==> src/rtl/ex_stage_pipe.sv <==
// Registered execute stage: operand select, single-cycle ALU, optional iterative
// multiply, and a valid/ready EX/MEM output register.
module ex_stage_pipe #(
   parameter int unsigned WIDTH  = 32,
   parameter int unsigned IMM_W  = 16,
   parameter int unsigned REG_AW = 5,
   parameter int unsigned MUL_EN = 1
) (
   input  logic              clk,
   input  logic              rst,
   input  logic              in_valid,
   output logic              in_ready,
   input  logic [WIDTH-1:0]  in_data1,
   input  logic [WIDTH-1:0]  in_data2,
   input  logic [3:0]        in_alu_op,
   input  logic [2:0]        in_sel_a,
   input  logic [2:0]        in_sel_b,
   input  logic [IMM_W-1:0]  in_imm,
   input  logic [REG_AW-1:0] in_dest,
   output logic              out_valid,
   input  logic              out_ready,
   output logic [WIDTH-1:0]  out_alu,
   output logic [WIDTH-1:0]  out_mem_addr,
   output logic [WIDTH-1:0]  out_store_data,
   output logic [REG_AW-1:0] out_dest,
   output logic              busy
);

   localparam int unsigned SHW = $clog2(WIDTH);

   localparam logic [3:0] OpAdd   = 4'd0;
   localparam logic [3:0] OpSub   = 4'd1;
   localparam logic [3:0] OpAnd   = 4'd2;
   localparam logic [3:0] OpOr    = 4'd3;
   localparam logic [3:0] OpXor   = 4'd4;
   localparam logic [3:0] OpNor   = 4'd5;
   localparam logic [3:0] OpSlt   = 4'd6;
   localparam logic [3:0] OpSltu  = 4'd7;
   localparam logic [3:0] OpSll   = 4'd8;
   localparam logic [3:0] OpSrl   = 4'd9;
   localparam logic [3:0] OpSra   = 4'd10;
   localparam logic [3:0] OpPassb = 4'd11;
   localparam logic [3:0] OpMul   = 4'd12;

   typedef enum logic [1:0] {
      StIdle,
      StMul,
      StDone
   } state_e;

   state_e state_q, state_d;

   logic [WIDTH-1:0] imm_zext, imm_sext, imm_upper;
   logic [WIDTH-1:0] op_a, op_b;
   logic [SHW-1:0]   shamt;
   logic [WIDTH-1:0] alu_res;
   logic [WIDTH-1:0] mem_addr;
   logic             is_mul;
   logic             accept;
   logic             done_load;

   // Multiply working state plus the instruction fields it retires with
   logic [WIDTH-1:0]  mcand_q, mplier_q, prod_q;
   logic [SHW-1:0]    cnt_q;
   logic [REG_AW-1:0] m_dest_q;
   logic [WIDTH-1:0]  m_addr_q, m_store_q;

   assign imm_zext  = {{(WIDTH-IMM_W){1'b0}}, in_imm};
   assign imm_sext  = {{(WIDTH-IMM_W){in_imm[IMM_W-1]}}, in_imm};
   assign imm_upper = {in_imm, {(WIDTH-IMM_W){1'b0}}};

   always_comb begin
      op_a = '0;
      if (in_sel_a == 3'd0) begin
         op_a = in_data1;
      end
   end

   always_comb begin
      op_b = '0;
      case (in_sel_b)
         3'd0:    op_b = in_data2;
         3'd1:    op_b = imm_zext;
         3'd2:    op_b = imm_sext;
         3'd3:    op_b = imm_upper;
         default: op_b = '0;
      endcase
   end

   assign shamt    = op_b[SHW-1:0];
   assign mem_addr = in_data1 + imm_sext;

   always_comb begin
      alu_res = '0;
      case (in_alu_op)
         OpAdd:   alu_res = op_a + op_b;
         OpSub:   alu_res = op_a - op_b;
         OpAnd:   alu_res = op_a & op_b;
         OpOr:    alu_res = op_a | op_b;
         OpXor:   alu_res = op_a ^ op_b;
         OpNor:   alu_res = ~(op_a | op_b);
         OpSlt:   alu_res = {{(WIDTH-1){1'b0}}, ($signed(op_a) < $signed(op_b))};
         OpSltu:  alu_res = {{(WIDTH-1){1'b0}}, (op_a < op_b)};
         OpSll:   alu_res = op_a << shamt;
         OpSrl:   alu_res = op_a >> shamt;
         OpSra:   alu_res = $signed(op_a) >>> shamt;
         OpPassb: alu_res = op_b;
         default: alu_res = '0;
      endcase
   end

   // With MUL_EN=0 op 12 falls through to the single-cycle path and yields zero
   assign is_mul   = (MUL_EN != 0) && (in_alu_op == OpMul);
   assign in_ready = (state_q == StIdle) && (!out_valid || out_ready);
   assign accept   = in_valid && in_ready;
   assign busy     = (state_q != StIdle);

   always_comb begin
      state_d   = state_q;
      done_load = 1'b0;
      case (state_q)
         StIdle: begin
            if (accept && is_mul) begin
               state_d = StMul;
            end
         end
         StMul: begin
            if (cnt_q == SHW'(WIDTH-1)) begin
               state_d = StDone;
            end
         end
         StDone: begin
            if (!out_valid || out_ready) begin
               done_load = 1'b1;
               state_d   = StIdle;
            end
         end
         default: state_d = StIdle;
      endcase
   end

   always_ff @(posedge clk) begin
      if (rst) begin
         state_q <= StIdle;
      end else begin
         state_q <= state_d;
      end
   end

   // LSB-first shift-add; only the low WIDTH bits of the product are kept
   always_ff @(posedge clk) begin
      if (rst) begin
         mcand_q   <= '0;
         mplier_q  <= '0;
         prod_q    <= '0;
         cnt_q     <= '0;
         m_dest_q  <= '0;
         m_addr_q  <= '0;
         m_store_q <= '0;
      end else if (state_q == StIdle && accept && is_mul) begin
         mcand_q   <= op_a;
         mplier_q  <= op_b;
         prod_q    <= '0;
         cnt_q     <= '0;
         m_dest_q  <= in_dest;
         m_addr_q  <= mem_addr;
         m_store_q <= in_data2;
      end else if (state_q == StMul) begin
         if (mplier_q[0]) begin
            prod_q <= prod_q + mcand_q;
         end
         mcand_q  <= mcand_q << 1;
         mplier_q <= mplier_q >> 1;
         cnt_q    <= cnt_q + 1'b1;
      end
   end

   always_ff @(posedge clk) begin
      if (rst) begin
         out_valid      <= 1'b0;
         out_alu        <= '0;
         out_mem_addr   <= '0;
         out_store_data <= '0;
         out_dest       <= '0;
      end else if (accept && !is_mul) begin
         out_valid      <= 1'b1;
         out_alu        <= alu_res;
         out_mem_addr   <= mem_addr;
         out_store_data <= in_data2;
         out_dest       <= in_dest;
      end else if (done_load) begin
         out_valid      <= 1'b1;
         out_alu        <= prod_q;
         out_mem_addr   <= m_addr_q;
         out_store_data <= m_store_q;
         out_dest       <= m_dest_q;
      end else if (out_ready) begin
         out_valid <= 1'b0;
      end
   end

endmodule
==> config.mk <==
export PLATFORM = sky130hd
export DESIGN_NAME = ex_stage_pipe
export DESIGN_NICKNAME = d
export VERILOG_FILES = /design/src/rtl/ex_stage_pipe.sv
export SDC_FILE = /design/constraint.sdc
export NUM_CORES = 1
export LEC_CHECK = 0
export CAP_MARGIN = 15
export CORE_MARGIN = 2
export CORE_UTILIZATION = 35
export CTS_CLUSTER_SIZE = 30
export DETAILED_ROUTE_END_ITERATION = 12
export GPL_TIMING_DRIVEN = 0
export PLACE_DENSITY = 0.5
export REMOVE_ABC_BUFFERS = 1
export SKIP_CTS_REPAIR_TIMING = 1
export SLEW_MARGIN = 15
export SYNTH_ARGS = -nofsm -noshare
export SYNTH_HDL_FRONTEND = slang
export SYNTH_SLANG_ARGS = --single-unit
==> constraint.sdc <==
create_clock -name clk -period 6.44 [get_ports clk]
set_input_delay 1.288 -clock clk [delete_from_list [all_inputs] [get_ports clk]]
set_output_delay 1.288 -clock clk [all_outputs]
set_load 0.02 [all_outputs]
==> results.cfg <==
[clocking]
path_clk_slew_ps = 50
clock-sinks = 274
clockBufferDepth = 3
cts_made_buffers = 38
cts_tree = built
clock_latency_ps = 580
root_buffer = clkbuf_16
htree_levels = 2

[synth]
synth_ff_type = dfxtp_1
yosysTopAreaCell = dfxtp_1
syn-cell-area_um2 = 23900
synth_cells = 3393
synth_top_area_frac = 0.229
ys_seq_area_frac = 0.229
synth-async-reset-ratio = 0
ys_top_cells_by_area = dfxtp_1 (23%), nand2_1 (10%), ha_1 (8.6%)
ys_ff_latch = 274
synth-edff-count = 0
synth_area_per_cell_um2 = 7.06
yosys.cell_types.count = 100
yosys_warnings = 0

[setup_path]
path_cells = clkdlybuf4s50_1 -> mux2i_2 -> a2bb2oi_4 -> nor2_8 -> ha_1 -> fa_1 -> nor2b_1 -> o21a_1 -> o21ai_0 -> a2111oi_2 -> o211ai_1 -> nand2_1 -> o22a_1 -> a21oi_1 -> o41ai_1 -> o21ai_1
critPathRequiredTime_ps = 6860
worstSetupPathType = input pin to flop
cp-end-kind = flop
startpoint_type = input pin
worstPathArrival_ps = 6580
cp_slowest_stage_delay_ps = 650
crit_buf_inv = 1
cp_max_fo = 21
critical_path.top_delay_family = compound AO/OA/AOI/OAI gates
reg2reg_slack_ps = 2480
slowest_stage = o41ai_1

[sta]
hold_ws_ps = 453
skew_ps = 19.6
fmax_mhz = 162
finalCriticalPeriod_ps = 6160
setup_slack_ps = 282
hold_viol = 0
post-route-period-util = 0.956
rsz0062_at_grt = no
setup_violations = 0
slew_violations = 0
worst_pin_slew_ps = 1200
maxSlewHeadroom = 0.201

[place]
hpwl_um = 88400
dp_slack_ps = -961
io_buffers = 202
gp_congestion = 0.971

[global_route]
antenna_found_initial = 2
grt_first_pass_wirelength_um = 170000
grt_pass1_vias = 25400
grt_max_degree = 118
grt-ovfl-total = 0
grt.total_usage = 0.318

[layout]
multiInputGateArea_um2 = 17100
areaGrowthSynthToFinish_pct = 18.6
layout-drive-gt1-share = 0.0652
seqCellArea_um2 = 5490
fill_cells = 6943
fin_nets = 3706
final_core_util = 0.421

[pwr]
swShare = 0.345
ir_worst_vdd_mv = 0.151
clock_power_share = 0.399
p_int_uw = 3680
p_leak_uw = 0.0111
power_uw = 5610
power.share.sequential = 0.324
comb_power_share = 0.277
p_switching_uw = 1930
power_density_nw_per_um2 = 198

[detailed_routing]
via_per_inst = 6.19
routed_wirelength_um = 116000
wl_per_cell_um = 26.8
drc = 0
dr.pass1.iters = 6
drt_iter0_drc = 2599
drtAntennaViolNets = 0
vias = 26900

[floorplanning]
rows = 95
core_area_um2 = 67400
die_w_um = 266
die-area_um2 = 70500
start_util = 0.355
io-pin-count = 203
dieHeight_um = 266

[run]
maxCapViolCount = 0

[outcome]
outcome = complete, no violations

[min_path]
min_path_type = flop to flop
## power by group through the flow
stage | Clock, uW | Combinational [uW] | Sequential [uW]
floorplan | 0 | 779 | 1910
global placement | 0 | 1490 | 1850
detailed placement | 0 | 1520 | 1850
CTS | 2290 | 1520 | 1820
global route | 2350 | 1650 | 1830
finish | 2240 | 1550 | 1820
## sequential cells by signal, summed over array words and instances, names as in the netlist
name / cells
out_valid: 1
m_store_q: 32
out_store_data: 32
cnt_q: 5
m_addr_q: 32
mplier_q: 32
prod_q: 32
out_dest: 5
mcand_q: 32
out_mem_addr: 32
m_dest_q: 5
state_q: 2
out_alu: 32
## cells in the mapped netlist (21+ instances only)
library cell    n
mux2i_1        55
inv_1         112
a211oi_1       42
xor2_1         26
o211ai_1       26
a31oi_1        26
xnor2_1        40
clkbuf_1      175
o22ai_1        24
ha_1          165
nand2_1       665
nand3_1        94
nand2b_1       32
dfxtp_1       274
a311oi_1      105
buf_2          43
a21oi_1       314
o21ai_0       170
o2111ai_1      21
a22oi_1        65
nor3_1         37
nor2b_1        24
a21o_1         56
a221oi_1       38
a2111oi_0      23
nor2_1        343
o21a_1         24
## worst min-delay path, stage by stage, from the launching register on
cell and delay, ps:
dfxtp_1 300, nand2_1 50, a21oi_1 50
## stage by stage
stage | cells | setup TNS (ps) | area, um2
after floorplan | 3141 | -226970 | 22900
after global placement | 4216 | -1803220 | 26000
after detailed placement | 4270 | -9430 | 27100
after CTS | 4338 | -1170 | 28400
after global routing | 4339 | 0 | 28400
final | 4340 | 0 | 28400
## area by class of cell
| class | count | share of cell area |
|---|---|---|
| timing repair buffer | 257 | 0.104 |
| clock buffer | 56 | 0.0401 |
| tap | 873 | 0.0385 |
| antenna | 1 | 0.0000881 |
| sequential | 274 | 0.193 |
| multi-input combinational | 2748 | 0.602 |
| inverter | 119 | 0.0162 |
| clock inverter | 12 | 0.00590 |
## kinds of logic (layout without fill, tap and decap cells)
family                     Yosys count  in the layout  synth area share
and+or+nand+nor                   1314           1314             0.236
buffers and inverters              371            444            0.0640
other                                0              1                 0
AOI/OAI and AO/OA                 1113           1113             0.314
DFF                                274            274             0.229
muxes                               86             86            0.0428
xor gates and xnor gates            66             66            0.0241
adders and majority gates          169            169            0.0896
## path summary, 6_finish.rpt
path	start	end	cells past startpoint
setup / recovery	in_imm[0]	out_alu[22]	16
hold / removal	m_addr_q[18]	m_addr_q[18]	2
setup reg to reg	state_q[1]	out_alu[29]	10
hold reg to reg	m_addr_q[18]	m_addr_q[18]	2
## cell usage in the layout, fill, tap and decap left out, types with 65 or more instances in the layout
cell type        instances
o21ai_0                169
nand2_1                659
dfxtp_1                274
nand3_1                 92
inv_1                  111
a22oi_1                 65
clkdlybuf4s50_1        196
nor2_1                 341
a21oi_1                314
a311oi_1               105
ha_1                   165
## metal layers
metal / vias up / track usage / wire (um)
met2: 1018 / 0.505 / 52000
met1: 13300 / 0.439 / 52500
li1: 12400 / - / -
met5: - / 0 / 0
met3: 179 / 0.0399 / 7330
met4: 0 / 0.116 / 4520
Power figures use the tool's default switching activity.
